## config.mk

```make
export PLATFORM = sky130hd
export DESIGN_NAME = retospect_bitstream_loader
export DESIGN_NICKNAME = d
export VERILOG_FILES = /design/src/rtl/retospect_bitstream_loader.sv
export SDC_FILE = /design/constraint.sdc
export NUM_CORES = 1
export LEC_CHECK = 0
export ABC_AREA = 1
export CAP_MARGIN = 20
export CORE_MARGIN = 2
export CORE_UTILIZATION = 55
export CTS_BUF_LIST = sky130_fd_sc_hd__clkbuf_8 sky130_fd_sc_hd__clkbuf_16
export DETAILED_ROUTE_END_ITERATION = 7
export PLACE_DENSITY = 0.89
export SLEW_MARGIN = 20
export SYNTH_ARGS = -nofsm -noshare
export SYNTH_HDL_FRONTEND = slang
export SYNTH_SLANG_ARGS = --single-unit
export TNS_END_PERCENT = 30
```

## constraint.sdc

```tcl
create_clock -name clk_i -period 2.25 [get_ports clk_i]
set_clock_uncertainty 0.15 [all_clocks]
set_input_delay 0.3375 -clock clk_i [delete_from_list [all_inputs] [get_ports clk_i]]
set_output_delay 0.3375 -clock clk_i [all_outputs]
set_load 0.01 [all_outputs]
```

## src/rtl/retospect_bitstream_loader.sv

```systemverilog
// Config-chain writer: takes bytes over valid/ready, shifts them LSB-first onto the chain for CHAIN_LEN cycles.
// Optional readback CRC of the chain tail when RETOSPECT_LOADER_READBACK_EN is defined.
module retospect_bitstream_loader #(
  parameter int CHAIN_LEN = 498
) (
  input  logic       clk_i,
  input  logic       reset_i,
  input  logic       start_i,
  input  logic [7:0] byte_in_i,
  input  logic       byte_valid_i,
  output logic       byte_ready_o,
  output logic       config_en_o,
  output logic       bs_out_o,
  input  logic       bs_ret_i,
  output logic       busy_o,
  output logic       done_o,
  output logic       underrun_o,
  output logic [7:0] rb_crc_o
);
  localparam int CNT_W  = $clog2(CHAIN_LEN + 1);
  localparam int NBYTES = (CHAIN_LEN + 7) / 8;
  localparam int BC_W   = $clog2(NBYTES + 1);

  typedef enum logic [1:0] {S_IDLE, S_LOAD, S_DONE} state_t;

  state_t           state_q, state_d;
  logic [7:0]       sh_q, sh_d, buf_q, buf_d;
  logic [3:0]       sh_cnt_q, sh_cnt_d;
  logic             buf_full_q, buf_full_d;
  logic [CNT_W-1:0] bits_left_q, bits_left_d;
  logic [BC_W-1:0]  bytes_acc_q, bytes_acc_d;
  logic             config_en_q, config_en_d;
  logic             bs_out_q, bs_out_d;
  logic             underrun_q, underrun_d;
  logic             accept, use_in;
  logic [7:0]       src_data;
  logic [3:0]       src_cnt;

  assign byte_ready_o = (state_q == S_LOAD) && !buf_full_q &&
                        (bytes_acc_q < BC_W'(NBYTES));
  assign accept       = byte_ready_o && byte_valid_i;

  always_comb begin
    state_d     = state_q;
    sh_d        = sh_q;
    sh_cnt_d    = sh_cnt_q;
    buf_d       = buf_q;
    buf_full_d  = buf_full_q;
    bits_left_d = bits_left_q;
    bytes_acc_d = bytes_acc_q;
    underrun_d  = underrun_q;
    config_en_d = 1'b0;
    bs_out_d    = 1'b0;
    src_data    = 8'h00;
    src_cnt     = 4'd0;
    use_in      = 1'b0;
    case (state_q)
      S_IDLE: begin
        if (start_i) begin
          state_d     = S_LOAD;
          bits_left_d = CNT_W'(CHAIN_LEN);
          sh_cnt_d    = 4'd0;
          buf_full_d  = 1'b0;
          bytes_acc_d = '0;
          underrun_d  = 1'b0;
        end
      end
      S_LOAD: begin
        if (accept) bytes_acc_d = bytes_acc_q + BC_W'(1);
        // Bit source priority: current shift byte, then buffer, then the byte arriving now.
        if (sh_cnt_q != 4'd0) begin
          src_data = sh_q;
          src_cnt  = sh_cnt_q;
        end else if (buf_full_q) begin
          src_data   = buf_q;
          src_cnt    = 4'd8;
          buf_full_d = 1'b0;
        end else if (accept) begin
          src_data = byte_in_i;
          src_cnt  = 4'd8;
          use_in   = 1'b1;
        end
        if (accept && !use_in) begin
          buf_d      = byte_in_i;
          buf_full_d = 1'b1;
        end
        if (bits_left_q == '0) begin
          state_d = S_DONE;
        end else if (src_cnt != 4'd0) begin
          config_en_d = 1'b1;
          bs_out_d    = src_data[0];
          sh_d        = {1'b0, src_data[7:1]};
          sh_cnt_d    = src_cnt - 4'd1;
          bits_left_d = bits_left_q - CNT_W'(1);
        end else if (bytes_acc_q != '0) begin
          // Waiting for the very first byte is not a starvation event.
          underrun_d = 1'b1;
        end
      end
      S_DONE:  state_d = S_IDLE;
      default: state_d = S_IDLE;
    endcase
  end

  always_ff @(posedge clk_i or posedge reset_i) begin
    if (reset_i) begin
      state_q     <= S_IDLE;
      sh_q        <= 8'h00;
      sh_cnt_q    <= 4'd0;
      buf_q       <= 8'h00;
      buf_full_q  <= 1'b0;
      bits_left_q <= '0;
      bytes_acc_q <= '0;
      config_en_q <= 1'b0;
      bs_out_q    <= 1'b0;
      underrun_q  <= 1'b0;
    end else begin
      state_q     <= state_d;
      sh_q        <= sh_d;
      sh_cnt_q    <= sh_cnt_d;
      buf_q       <= buf_d;
      buf_full_q  <= buf_full_d;
      bits_left_q <= bits_left_d;
      bytes_acc_q <= bytes_acc_d;
      config_en_q <= config_en_d;
      bs_out_q    <= bs_out_d;
      underrun_q  <= underrun_d;
    end
  end

  assign config_en_o = config_en_q;
  assign bs_out_o    = bs_out_q;
  assign busy_o      = (state_q == S_LOAD);
  assign done_o      = (state_q == S_DONE);
  assign underrun_o  = underrun_q;

`ifdef RETOSPECT_LOADER_READBACK_EN
  logic [7:0] crc_q;

  // The tail bit is sampled before the chain shifts on each config_en cycle.
  always_ff @(posedge clk_i or posedge reset_i) begin
    if (reset_i) begin
      crc_q <= 8'h00;
    end else if (state_q == S_IDLE && start_i) begin
      crc_q <= 8'h00;
    end else if (config_en_q) begin
      crc_q <= {crc_q[6:0], 1'b0} ^ ({8{crc_q[7] ^ bs_ret_i}} & 8'h07);
    end
  end

  assign rb_crc_o = crc_q;
`else
  logic unused_bs_ret;
  assign unused_bs_ret = bs_ret_i;
  assign rb_crc_o      = 8'h00;
`endif

endmodule
```

Word level (Yosys, flattened, before mapping):

Index checks and enable logic that the tools add are counted.

* word-level logic and storage cells: 83
* flip-flop bits (word level): 40
* bits of input ports: 13

* equal/unequal tests: 10
* muxes and demuxes: 39
* add/subtract/negate cells: 3
* bitwise gates (word level): 1
* magnitude comparators: 1
* reduce and logical (&&, ||, !) cells: 19

Operators by type and width (number)
* $mux W4: 7
* $mux W9: 3
* $mux W8: 3
* $pmux W9 S2: 1
* $mux W1: 16
* $mux W6: 2
* $pmux W6 S2: 1
* $logic_not A9 Y1: 1
* $reduce_and A3 Y1: 3
* $sub A9 B1 Y9 const B: 1
* $ne A2 B1 Y1 const B: 4
* $pmux W4 S2: 1
* $reduce_bool A4 Y1: 2
* $add A6 B1 Y6 const B: 1
* $lt A6 B6 Y1 const B: 1
* $ne A2 B2 Y1 const B: 3
* $reduce_bool A6 Y1: 1
* $reduce_and A5 Y1: 1
* $logic_and A1 B1 Y1: 4
* $mux W2: 2
* $pmux W1 S2: 2
* $pmux W2 S2: 1
* $reduce_and A2 Y1: 2
* $reduce_and A4 Y1: 1
* 8 further kinds: 9

Depth between registers and ports, before layout:

* depth in word-level cells: 12
* depth in mapped cells: 13
* mapped depth without buffers: 12

Worst setup path after synthesis:

OpenSTA, ideal clock, no wires.

* path kind: register -> register
* start point: register bytes_acc_q[0]
* end point: register sh_q[0]
* setup time: 0.123 ns
* arrival time: 1.438 ns
* required time: 1.977 ns
* cell stages (with the launch flop): 14
* clock period less this slack: 1.712 ns
* slack: 0.538 ns
* cell sequence: dfrtp_1 > ha_1 > inv_1 > nor2_1 > nand2_1 > nand3_2 > nand2_1 > nand2_2 > nand2_1 > nand3_2 > buf_6 > buf_6 > nand2_1 > o21ai_2

* longest elaborated chain between the ends: 9

RTL lines
* from (decl): RTL line 31 `logic [BC_W-1:0] bytes_acc_q, bytes_acc_d;`
* from (signal assigned): RTL line 124 `bytes_acc_q <= bytes_acc_d;`
* $lt A6 B6 Y1 *: RTL line 40 `(bytes_acc_q < BC_W'(NBYTES));`
* $logic_and A1 B1 Y1 *: RTL line 39 `assign byte_ready_o = (state_q == S_LOAD) && !buf_full_q &&`
* $logic_and A1 B1 Y1 *: RTL line 41 `assign accept = byte_ready_o && byte_valid_i;`
* $mux W4: RTL line 78 `end else if (accept) begin`
* $mux W4: RTL line 74 `end else if (buf_full_q) begin`
* $mux W4: RTL line 71 `if (sh_cnt_q != 4'd0) begin`
* $mux W4: RTL line 57 `case (state_q)`
* $reduce_bool A4 Y1: RTL line 89 `end else if (src_cnt != 4'd0) begin`
* $reduce_and A3 Y1 (no line)
* to (signal assigned): RTL line 108 `sh_q <= 8'h00;`
* to (signal assigned): RTL line 119 `sh_q <= sh_d;`
* to (decl): RTL line 27 `logic [7:0] sh_q, sh_d, buf_q, buf_d;`

Every way passes the cells marked *; elsewhere a longest branch is shown, timed or not. The select of a mux whose other input is x is not followed.
A chain may end at the register's enable or synchronous reset.

Worst setup path in the final report:

* start point: register state_q[1]
* end point: output busy_o

* longest elaborated chain between the ends: 1

RTL lines
* from (decl): RTL line 26 `state_t state_q, state_d;`
* from (signal assigned): RTL line 118 `state_q <= state_d;`
* $eq A2 B1 Y1: RTL line 133 `assign busy_o = (state_q == S_LOAD);`
* to (decl): RTL line 15 `output logic busy_o,`

No other way between the ends.

==> results_dict.tcl <==
set metrics [dict create \
    clockRootBuffer "clkbuf_8" \
    setup_viol 0 \
    dpl.hpwl_mm 2.869 \
    drcViolationCount 0 \
    cp_top_family "buffers and inverters" \
    htreeDepth 2 \
    first_pass_iters 4 \
    grt_max_degree 41 \
    clkSlewWorstSetupHoldPaths_ns 0.07 \
    grt_pass1_wl_mm 7.293 \
    hold_ws_ns 0.3130 \
    timing.final.crit_period_ns 2.107 \
    grt_pass1_vias 1643 \
    finalSetupTns_ns 0 \
    place_area_um2 2385 \
    syn_to_final_growth_pct 13.88 \
    gp_congestion 0.8497 \
    met3_usage_pct 6.588 \
    instances_no_fill 345 \
    start_kind "flop" \
    cp_cell_sequence "inv_1 > nand2_2 > inv_2 > clkdlybuf4s50_1" \
    dieHeight_um 66.97 \
    clkLatencyLatePin_ns 0.29 \
    avgSynthCellArea_um2 7.930 \
    row_count 22 \
    synth_flop_cell "dfrtp_1" \
    seq_area_um2 1001 \
    setup_ws_ns 0.1428 \
    max_freq_mhz 474.6 \
    grt.total_usage_pct 22.12 \
    pwr-share-seq_pct 36.4 \
    rsz0062_at_grt "no" \
    viasPerCell 5.038 \
    hold_viol_final 0 \
    routedWlPerCell_um 11.84 \
    drtIter0Drc 160 \
    cts_sinks 40 \
    antennaDiodeCount 0 \
    die-area_um2 4485 \
    intPower_mw 2.015 \
    clock_path_buffers 2 \
    met2_usage_pct 36.00 \
    fillers 320 \
    coreArea_um2 3744 \
    worstSetupPathType "reg2out" \
    syn_inst 275 \
    synth-edff-count 0 \
    power.density_nw_per_um2 1401 \
    cp.arrival_ns 1.62 \
    ctsHoldBuffers 0 \
    cp_slowest_cell "clkdlybuf4s50_1" \
    drv_cap 0 \
    fin_nets 315 \
    p_sw_share_pct 42.11 \
    numCtsBuffers 5 \
    slowest_delay_ns 0.55 \
    finalInstanceArea_um2 2484 \
    top_usage_layer "met2" \
    placed_cells 338 \
    ant_nets 0 \
    grt.met1_usage_pct 27.61 \
    combPwrFrac_pct 48.9 \
    grt_overflow 0 \
    antenna_found_initial 0 \
    portBuffers 17 \
    async_flop_share_pct 100.0 \
    syn_area_um2 2181 \
    io_pins 27 \
    ys_ff_latch 40 \
    wirelength_mm 4.086 \
    synth-seq-area-share_pct 45.90 \
    fin_crit_sh_pct 93.65 \
    cp_max_fo 6 \
    die_w_um 66.97 \
    multi_input_area_um2 938.4 \
    leakage_nw 1.249 \
    synth_warnings 0 \
    r2r_slack_ns 0.30 \
    cp.required_ns 1.76 \
    worst_ir_drop_vdd_mv 1.010 \
    p_clk_share_pct 14.7 \
    initial_core_util_pct 58.26 \
    pre_cts_ws_ns 0.2788 \
    drive_above_1_share_pct 10.44 \
    dr_total_vias 1738 \
    cts_tree "built" \
    maxSlewViolCount 0 \
    crit_path_end_kind "primary output" \
    hp-class "in2async" \
    synth_cell_types 28 \
    status "finished clean" \
    switchingPower_mw 1.465 \
    path_buf_inv 3 \
]
worst register-to-register path: stages, from the launching register on:
cell and delay [ns]:
dfrtp_1 0.39, ha_1 0.24, inv_1 0.06, nor2_1 0.04, nand2_1 0.07, nand3_2 0.08, nand2_1 0.08, nand2_2 0.08
nand2_1 0.08, nand3_2 0.19, buf_12 0.23, nand3_1 0.06, o21ai_0 0.08
synthesized netlist by cell type (2+ instances only):
cell type	instances	area, um2
nand2_1	58	217.7
dfrtp_1	40	1001
inv_1	37	138.9
o21ai_0	28	140.1
nand3_1	21	105.1
nor2_1	19	71.32
a21oi_1	14	70.07
buf_4	9	67.56
ha_1	5	62.56
nand2_2	5	31.28
nor3_1	5	25.02
o21ai_2	5	43.79
buf_2	4	20.02
o21ai_1	4	20.02
buf_6	3	33.78
xnor2_1	3	26.28
nand3_2	2	20.02
nand4_1	2	12.51
o31ai_1	2	15.01
power by group through the flow:
| stage | Clock (mW) | Combinational [mW] | Sequential [mW] |
|---|---|---|---|
| after floorplan | 0 | 1.34 | 1.22 |
| after global placement | 0 | 1.63 | 1.26 |
| after detailed placement | 0 | 1.69 | 1.27 |
| after CTS | 0.520 | 1.71 | 1.26 |
| after global routing | 0.560 | 1.94 | 1.31 |
| final | 0.512 | 1.70 | 1.27 |
logic make-up (layout without fill, tap and decap cells):
kind of cell               count (synthesis)  after routing  synth area share [%]
and+or+nand+nor                          116            116                 23.58
AOI/OAI and AO/OA                         54             54                 13.60
buffers and inverters                     55             70                 12.28
other                                      1              8                0.1720
DFF                                       40             40                 45.90
xor gates and xnor gates                   4              4                 1.607
adders and majority gates                  5              5                 2.869
stage by stage:
step           total power [mW]  utilization, %
6_report                  3.480           66.34
3_3_place_gp              2.893           63.70
4_1_cts                   3.496           66.28
2_1_floorplan             2.564               -
3_5_place_dp              2.969           63.70
5_1_grt                   3.806           66.34
per-layer routing:
layer / up-vias / share of wire, % / wire [um]
li1: 903 / - / -
met1: 799 / 47 / 1901
met2: 31 / 48 / 1956
met3: 5 / 3.9 / 161
met4: 0 / 1.6 / 67
met5: - / 0 / 0
cell usage in the layout, fill, tap and decap left out, types with 2 or more instances in the layout:
master           synthesis  routed
nand3_2                  2       2
clkdlybuf4s50_1          0      16
o31ai_1                  2       2
clkbuf_8                 0       7
inv_2                    1       2
xnor2_1                  3       3
nand4_1                  2       2
inv_1                   37      36
buf_4                    9       7
nor3_1                   5       5
o21ai_2                  5       5
dfrtp_1                 40      40
nor2_1                  19      19
conb_1                   1       8
o21ai_1                  4       4
a21oi_1                 14      14
ha_1                     5       5
nand2_2                  5       5
nand3_1                 21      21
nand2_1                 58      58
o21ai_0                 28      28
area by class of cell:
type,count,area share (%)
Clock buffer,7,3.879
Inverter,38,5.743
Multi-Input combinational cell,187,37.78
Sequential cell,40,40.30
Tap cell,48,2.418
Timing Repair Buffer,25,9.874
worst paths after layout:
| path | start | to | cells past startpoint |
|---|---|---|---|
| max | state_q[1]$_DFFE_PP0P_ | busy_o | 4 |
| min | reset_i | buf_q[2]$_DFFE_PP0P_ | 3 |
| max reg2reg | bytes_acc_q[0]$_DFFE_PP0P_ | bits_left_q[3]$_DFFE_PP0P_ | 12 |
| min reg2reg | sh_q[0]$_DFFE_PP0P_ | sh_q[0]$_DFFE_PP0P_ | 2 |
| max in group asynchronous | reset_i | sh_cnt_q[0]$_DFFE_PP0P_ | 3 |
| min in group clk_i | sh_q[0]$_DFFE_PP0P_ | sh_q[0]$_DFFE_PP0P_ | 2 |
state kept, by name, indices dropped and copies added (netlist names):
| signal | flops |
|---|---|
| underrun_o | 1 |
| config_en_o | 1 |
| bs_out_o | 1 |
| buf_full_q | 1 |
| bytes_acc_q | 6 |
| buf_q | 8 |
| bits_left_q | 9 |
| state_q | 2 |
| sh_cnt_q | 4 |
| sh_q | 7 |
what timing repair did:
item	4_1_cts	5_1_grt
setup endpoints to repair	0	2
buffers inserted	0	0
resized for setup	0	2
Note: power is estimated with default switching activity, not from simulation.
